**src/rtl/matrix_proc_ctrl_param.sv**
```systemverilog
// Sequencer for the matrix processor: loads a DIM x DIM matrix once, then per work item
// loads VEC_BATCH vectors and runs VEC_BATCH*DIM FMA row passes. Optional stall counter: MATPROC_STALL_CNT_EN.
module matrix_proc_ctrl_param #(
  parameter int unsigned DIM       = 4,
  parameter int unsigned VEC_BATCH = 4,
  parameter int unsigned WI_W      = 16,
  localparam int unsigned CW       = $clog2(DIM*DIM)
) (
  input  logic            clk,
  input  logic            rst_n,
  input  logic            start,
  input  logic [WI_W-1:0] wi_count,
  input  logic            rd_valid,
  output logic            busy,
  output logic            done,
  output logic [CW-1:0]   idx,
  output logic            wi_init,
  output logic            wi_next,
  output logic            load_matrix,
  output logic            load_vector,
  output logic            read_addr_src,
  output logic            en_fma,
  output logic            write_en
`ifdef MATPROC_STALL_CNT_EN
  ,
  output logic [15:0]     stall_cnt
`endif
);

  localparam int unsigned LOG_DIM = $clog2(DIM);
  localparam logic [CW-1:0]      M_LAST   = CW'(DIM*DIM - 1);
  localparam logic [CW-1:0]      V_LAST   = CW'(VEC_BATCH - 1);
  localparam logic [CW-1:0]      P_LAST   = CW'(VEC_BATCH*DIM - 1);
  localparam logic [LOG_DIM-1:0] ROW_LAST = LOG_DIM'(DIM - 1);

  typedef enum logic [1:0] {
    S_IDLE   = 2'd0,
    S_LOAD_M = 2'd1,
    S_LOAD_V = 2'd2,
    S_PROC   = 2'd3
  } state_e;

  state_e          state_q, state_d;
  logic [CW-1:0]   idx_q, idx_d;
  logic [WI_W-1:0] rem_q, rem_d;
  logic            done_q, done_d;
  logic            accept;

  assign accept = (state_q == S_IDLE) && start && (wi_count != '0);

  always_comb begin
    state_d = state_q;
    idx_d   = idx_q;
    rem_d   = rem_q;
    done_d  = 1'b0;
    case (state_q)
      S_IDLE: begin
        if (start) begin
          if (wi_count != '0) begin
            rem_d   = wi_count;
            idx_d   = '0;
            state_d = S_LOAD_M;
          end else begin
            done_d = 1'b1;
          end
        end
      end
      S_LOAD_M: begin
        if (rd_valid) begin
          if (idx_q == M_LAST) begin
            idx_d   = '0;
            state_d = S_LOAD_V;
          end else begin
            idx_d = idx_q + 1'b1;
          end
        end
      end
      S_LOAD_V: begin
        if (rd_valid) begin
          if (idx_q == V_LAST) begin
            idx_d   = '0;
            state_d = S_PROC;
          end else begin
            idx_d = idx_q + 1'b1;
          end
        end
      end
      S_PROC: begin
        if (idx_q == P_LAST) begin
          idx_d = '0;
          rem_d = rem_q - 1'b1;
          // Matrix stays resident; only vectors are reloaded for the next item.
          if (rem_q == WI_W'(1)) begin
            state_d = S_IDLE;
            done_d  = 1'b1;
          end else begin
            state_d = S_LOAD_V;
          end
        end else begin
          idx_d = idx_q + 1'b1;
        end
      end
      default: begin
        state_d = S_IDLE;
        idx_d   = '0;
        rem_d   = '0;
      end
    endcase
  end

  always_ff @(posedge clk) begin
    if (!rst_n) begin
      state_q <= S_IDLE;
      idx_q   <= '0;
      rem_q   <= '0;
      done_q  <= 1'b0;
    end else begin
      state_q <= state_d;
      idx_q   <= idx_d;
      rem_q   <= rem_d;
      done_q  <= done_d;
    end
  end

  // Every output is gated by rst_n so the datapath sees nothing during reset.
  always_comb begin
    busy          = rst_n && (state_q != S_IDLE);
    done          = rst_n && done_q;
    idx           = rst_n ? idx_q : '0;
    wi_init       = rst_n && accept;
    wi_next       = rst_n && (state_q == S_PROC) && (idx_q == P_LAST);
    load_matrix   = rst_n && (state_q == S_LOAD_M) && rd_valid;
    load_vector   = rst_n && (state_q == S_LOAD_V) && rd_valid;
    read_addr_src = rst_n && (state_q == S_LOAD_V);
    en_fma        = rst_n && (state_q == S_PROC);
    write_en      = rst_n && (state_q == S_PROC) && (idx_q[LOG_DIM-1:0] == ROW_LAST);
  end

`ifdef MATPROC_STALL_CNT_EN
  logic [15:0] stall_q;

  always_ff @(posedge clk) begin
    if (!rst_n) begin
      stall_q <= '0;
    end else if (accept) begin
      stall_q <= '0;
    end else if (((state_q == S_LOAD_M) || (state_q == S_LOAD_V)) && !rd_valid
                 && (stall_q != '1)) begin
      stall_q <= stall_q + 1'b1;
    end
  end

  assign stall_cnt = rst_n ? stall_q : '0;
`endif

endmodule

```
**config.mk**
```make
export PLATFORM = sky130hd
export DESIGN_NAME = matrix_proc_ctrl_param
export DESIGN_NICKNAME = d
export VERILOG_FILES = /design/src/rtl/matrix_proc_ctrl_param.sv
export SDC_FILE = /design/constraint.sdc
export NUM_CORES = 1
export LEC_CHECK = 0
export ABC_AREA = 1
export BUFFER_PORTS_ARGS = -buffer_cell sky130_fd_sc_hd__clkbuf_2
export CAP_MARGIN = 20
export CELL_PAD_IN_SITES_DETAIL_PLACEMENT = 1
export CELL_PAD_IN_SITES_GLOBAL_PLACEMENT = 1
export CORE_ASPECT_RATIO = 1.75
export CORE_UTILIZATION = 38
export CTS_BUF_LIST = sky130_fd_sc_hd__clkbuf_16
export DETAILED_ROUTE_END_ITERATION = 8
export PLACE_DENSITY = 0.81
export SYNTH_ARGS = -nofsm -noshare
export SYNTH_HDL_FRONTEND = slang
export SYNTH_SLANG_ARGS = --single-unit
```
**constraint.sdc**
```tcl
create_clock -name clk -period 2.11 [get_ports clk]
set_input_delay 0.211 -clock clk [delete_from_list [all_inputs] [get_ports clk]]
set_output_delay 0.211 -clock clk [all_outputs]
set_load 0.02 [all_outputs]
```
==> results of run 1 <==
stage by stage:
stage	power [mW]	hold WS [ns]	setup slack [ns]	cell area, um2	util (%)
6_report	3.201	0.2973	0.2760	2160	45.88
2_1_floorplan	2.363	0.3494	0.5132	1881	-
5_1_grt	3.519	0.3145	0.1419	2160	45.88
4_1_cts	3.238	0.3006	0.2489	2160	45.88
3_3_place_gp	2.711	0.4538	0.3897	2079	44.18
3_5_place_dp	2.777	0.4711	0.2947	2079	44.18
layer usage:
metal	track usage [%]	share of wire, %	routed length (um)
met3	2.552	1.6	89
met2	51.00	60	3413
met1	23.76	37	2126
met4	5.833	1.1	63
met5	0	0	0
kinds of logic after synthesis:
logic type      count (synthesis)  share of synthesized area [%]
compound gates                 41                          11.91
xor+xnor                        3                          1.397
fa+ha+maj                       7                          4.657
buf+inv                        44                          10.45
flops                          23                          24.48
simple gates                  204                          47.11
report_power, final:
| part | internal (mW) | switching [mW] |
|---|---|---|
| sequential | 0.604 | 0.202 |
| clock | 0.256 | 0.175 |
| combinational | 0.643 | 1.32 |
worst max-delay path by stage:
stage | startpoint | to | slack [ns] | depth (start not counted)
6_report | state_q[0]$_SDFFE_PN0P_ | wi_next | 0.28 | 4
2_1_floorplan | state_q[0]$_SDFFE_PN0P_ | rem_q[9]$_SDFFE_PN0P_ | 0.51 | 12
3_3_place_gp | state_q[0]$_SDFFE_PN0P_ | rem_q[10]$_SDFFE_PN0P_ | 0.39 | 11
4_1_cts | state_q[0]$_SDFFE_PN0P_ | wi_next | 0.25 | 4
3_5_place_dp | state_q[0]$_SDFFE_PN0P_ | rem_q[10]$_SDFFE_PN0P_ | 0.29 | 11
5_1_grt | state_q[0]$_SDFFE_PN0P_ | rem_q[10]$_SDFFE_PN0P_ | 0.14 | 11
layout by cell type (no fill, tap or decap), types with 2 or more instances in the layout:
cell | netlist | routed
inv_2 | 2 | 2
nand4_1 | 4 | 4
clkbuf_16 | 0 | 3
clkinv_1 | 2 | 2
nand2_2 | 5 | 5
o21ai_0 | 7 | 7
nor2_4 | 4 | 4
xor2_1 | 2 | 2
inv_1 | 31 | 31
ha_1 | 7 | 7
clkbuf_2 | 0 | 32
nand3_1 | 18 | 18
buf_4 | 1 | 4
dfxtp_1 | 23 | 23
nor3_1 | 3 | 3
nand2_1 | 91 | 91
nor2_1 | 73 | 73
a21oi_1 | 18 | 18
o21bai_1 | 2 | 2
o21ai_1 | 11 | 11
area by class of cell:
class	instances	area [um2]
clock buffers	3	75.07
clock inverters	1	5.005
fillers	704	2547
inverters	36	140.1
multi-input cells	255	1224
flip-flops and latches	23	460.4
well taps	52	65.06
repair buffers	36	190.2
worst register-to-register path, delay by kind of cell, from the launching register on:
kind                       cells  cell delay, ns
adders and majority gates      1            0.28
AOI/OAI and AO/OA              1            0.19
buffers and inverters          3            0.40
and+or+nand+nor                6            0.47
DFF                            1            0.38
flip-flops by register name (all words and copies together) (netlist names):
signal,count
done_q,1
idx_q,4
rem_q,16
state_q,2
==> results.yml, run 1 <==
synthesis:
  synth_cell_types: 33
  synth_fp_nets: 349
  netlist_area_um2: 1881
  synth_warnings: 0
  ys_seq_area_share_pct: 24.48
  async_flop_share_pct: 0
  yosys_most_used_dff: "dfxtp_1"
  synthCells: 322
  syn_avg_cell_area_um2: 5.840
  synth_edf_count: 0
  synth_area_leaders: "dfxtp_1 24%, nand2_1 18%, nor2_1 15%, inv_1 6.2%, a21oi_1 4.8%"
  yosys-top-cells-count: "91 x nand2_1, 73 x nor2_1, 31 x inv_1, 23 x dfxtp_1"
  ys_ff_latch: 23
  yosys.area.top_type: "dfxtp_1"
  synth_top_area_share_pct: 24.48
  synth_most_common_cell: "nand2_1"
worst_setup_path:
  crit_path_top_delay_cell: "ha_1"
  r2r_end: "rem_q[10]$_SDFFE_PN0P_"
  path_class: "reg -> out"
  worstPathRequired_ns: 1.90
  cpLargestDelayFamily: "adder cells"
  critPathCaptureType: "output pin"
  cp.arrival_ns: 1.62
  worstPathMaxFanout: 10
  cp-start-kind: "flip-flop"
  r2r_start: "state_q[0]$_SDFFE_PN0P_"
  path_cells: "ha_1, nand2_1, nor2_1, clkbuf_2"
  path_buf_inv: 1
  ff2ff_path_depth: 11
  r2r_setup_slack_ns: 0.30
  crit_path_max_incr_delay_ns: 0.43
hold_path:
  hp-start: "rst_n"
  worstHoldEndpoint: "state_q[0]$_SDFFE_PN0P_"
  holdPathStages: 3
  hold_path.class: "in -> reg"
route:
  drc: 0
  ant_nets: 0
  via_per_inst: 5.153
  first_pass_iters: 4
  num_vias: 2092
  routed_wirelength_um: 5693
  wl_per_cell_um: 14.02
  first_iter_violations: 22
timing:
  relSlewSlack_pct: 72.47
  fin_tns_setup_ns: 0
  period_share_pct: 86.92
  hold_viol: 0
  max_freq_mhz: 545.3
  slew_violations: 0
  rsz0062_at_grt: "false"
  worst_pin_slew_ns: 0.4129
  setup_viol: 0
  fin_crit_ns: 1.834
  skew_ns: 0.006326
global_routing:
  globalRouteOverflowTotal: 0
  grt_max_degree: 22
  grt_pass1_vias: 2197
  track_usage_pct: 24.77
  grt_antenna_before_repair: 0
  grt_pass1_wl_um: 9473
clock_tree:
  clk_pin_slew_worst_paths_ns: 0.06
  cts_resized: 0
  ctsHoldBuffers: 0
  clock-root-buffer: "clkbuf_16"
  cts_inserted_buffers: 3
  cts.sinks: 23
  cts_max_path_buffers: 2
  htreeDepth: 1
  cts_tree: "built"
  post_cts_buffers: 0
  insertion_delay_ns: 0.26
run_status:
  status: "finished clean"
power_and_ir_drop:
  p_leak_nw: 1.091
  pwr_density_cell_nw_per_um2: 1482
  ir_drop_v: 0.0007864
finish:
  instances_no_fill: 406
  fin_nets: 382
  antennaDiodeCount: 0
  area_growth_pct: 14.84
  layout-drive-gt1-share_pct: 16.10
run:
  maxCapViolations: 0
floorplanning:
  die_area_um2: 5245
  die_h_um: 95.06
  start_util_pct: 39.95
  num_rows: 33
  core_um2: 4707
  fp.dieW_um: 55.18
  num_io_pins: 33
placement:
  dp_hpwl_um: 4594
  gp_congestion: 0.8749
  portBuffers: 32
  placed_cells: 402
Power figures use the tool's default switching activity.
==> inputs of run 2 (changes only) <==
--- a/config.mk
+++ b/config.mk
@@ -12,7 +12,7 @@
 export CELL_PAD_IN_SITES_GLOBAL_PLACEMENT = 1
 export CORE_ASPECT_RATIO = 1.75
 export CORE_UTILIZATION = 38
-export CTS_BUF_LIST = sky130_fd_sc_hd__clkbuf_16
+export CTS_BUF_LIST = sky130_fd_sc_hd__clkbuf_4 sky130_fd_sc_hd__clkbuf_8 sky130_fd_sc_hd__clkbuf_16
 export DETAILED_ROUTE_END_ITERATION = 8
 export PLACE_DENSITY = 0.81
 export SYNTH_ARGS = -nofsm -noshare
==> run 2 against run 1 <==
  * Die area unchanged
  * Worst setup slack got worse by 0.030 ns
  * Combinational power about the same
  * Critical endpoint unchanged
  * Largest cell class unchanged
  * Highest routed layer unchanged
==> results.yml, run 2 (synthesized netlist as in run 1, its figures left out) <==
timing:
  hold_viol: 0
  slew_violations: 0
  fin_tns_setup_ns: 0
  fin_crit_ns: 1.864
  setup_viol: 0
  rsz0062_at_grt: "false"
  relSlewSlack_pct: 72.40
  max_freq_mhz: 536.6
  worst_pin_slew_ns: 0.4141
  skew_ns: 0.009781
  period_share_pct: 88.32
hold_path:
  hold_path.class: "in -> reg"
worst_setup_path:
  cp-start-kind: "flip-flop"
  path_cells: "ha_1, nand2_1, nor2_1, clkbuf_2"
  worstPathRequired_ns: 1.90
  path_class: "reg -> out"
  cp.arrival_ns: 1.65
  crit_path_max_incr_delay_ns: 0.43
  critPathCaptureType: "output pin"
  worstPathMaxFanout: 10
  crit_path_top_delay_cell: "ha_1"
  path_buf_inv: 1
  cpLargestDelayFamily: "adder cells"
route:
  routed_wirelength_um: 5627
  wl_per_cell_um: 13.86
  num_vias: 2088
  drc: 0
  first_iter_violations: 25
  via_per_inst: 5.143
  ant_nets: 0
  first_pass_iters: 4
floorplanning:
  num_rows: 33
  start_util_pct: 39.95
  fp.dieW_um: 55.18
  core_um2: 4707
  die_area_um2: 5245
  die_h_um: 95.06
  num_io_pins: 33
clock_tree:
  clock-root-buffer: "clkbuf_8"
  ctsHoldBuffers: 0
  insertion_delay_ns: 0.28
  cts.sinks: 23
  cts_tree: "built"
  post_cts_buffers: 0
  cts_max_path_buffers: 2
  clk_pin_slew_worst_paths_ns: 0.09
  htreeDepth: 1
  cts_inserted_buffers: 3
  cts_resized: 0
run_status:
  status: "finished clean"
placement:
  portBuffers: 32
  placed_cells: 402
  dp_hpwl_um: 4594
  gp_congestion: 0.8749
global_routing:
  grt_antenna_before_repair: 0
  globalRouteOverflowTotal: 0
  grt_pass1_vias: 2149
  track_usage_pct: 24.61
  grt_pass1_wl_um: 9397
  grt_max_degree: 22
finish:
  largest_reg_flops: 16
  instances_no_fill: 406
  reg_top3: "rem_q: 16 flops, idx_q: 4 flops, state_q: 2 flops"
  regMostFlops: "rem_q"
  antennaDiodeCount: 0
  area_growth_pct: 13.04
  mostFrequentLayoutCell: "nand2_1"
  final_cell_mix: "91 x nand2_1, 73 x nor2_1, 32 x clkbuf_2"
  fin_nets: 382
  layout-drive-gt1-share_pct: 16.10
power_and_ir_drop:
  pwr_density_cell_nw_per_um2: 1438
  ir_drop_v: 0.0007926
  p_leak_nw: 1.075
run:
  maxCapViolations: 0
## run 2: through the flow
| stage | area, um2 | utilization [%] | hold slack (ns) | worst slack, ns | power, mW |
|---|---|---|---|---|---|
| 4_1_cts | 2126 | 45.16 | 0.2818 | 0.2287 | 3.089 |
| 3_3_place_gp | 2079 | 44.18 | 0.4538 | 0.3897 | 2.711 |
| 6_report | 2126 | 45.16 | 0.2743 | 0.2464 | 3.058 |
| 3_5_place_dp | 2079 | 44.18 | 0.4711 | 0.2947 | 2.777 |
| 2_1_floorplan | 1881 | - | 0.3494 | 0.5132 | 2.363 |
| 5_1_grt | 2126 | 45.16 | 0.2894 | 0.1225 | 3.373 |
## run 2: worst paths after layout
| check | depth (start not counted) | to | slack, ns | startpoint |
|---|---|---|---|---|
| min | 3 | state_q[0]$_SDFFE_PN0P_ | 0.27 | rst_n |
| min reg2reg | 2 | rem_q[1]$_SDFFE_PN0P_ | 0.50 | rem_q[1]$_SDFFE_PN0P_ |
| max | 4 | wi_next | 0.25 | state_q[0]$_SDFFE_PN0P_ |
| max reg2reg | 11 | rem_q[10]$_SDFFE_PN0P_ | 0.29 | state_q[0]$_SDFFE_PN0P_ |
## run 2: final cells by class
type                       count  area [um2]
fill                         715        2581
multi-input combinational    255        1224
sequential                    23       460.4
timing repair buffer          36       190.2
inverter                      36       140.1
tap                           52       65.06
clock buffer                   3       41.29
clock inverter                 1       5.005
## run 2: report_power, final
part / switching (mW) / internal [mW]
logic: 1.31 / 0.643
registers: 0.204 / 0.604
clock network: 0.169 / 0.133
## run 2: layer usage
metal	GRT usage, %	wire length (um)	up-vias
met5	0	0	-
met4	5.000	58	0
met3	1.914	65	5
met2	51.10	3358	18
met1	23.95	2144	991
li1	-	-	1074
## run 2: worst reg2reg max path: cells and delay by family (launching register included)
kind	cells	cell delay (ns)
AO/OA/AOI/OAI	1	0.19
adder cells (fa/ha/maj)	1	0.28
buffers and inverters	3	0.40
flip-flops	1	0.39
AND/OR/NAND/NOR	6	0.47
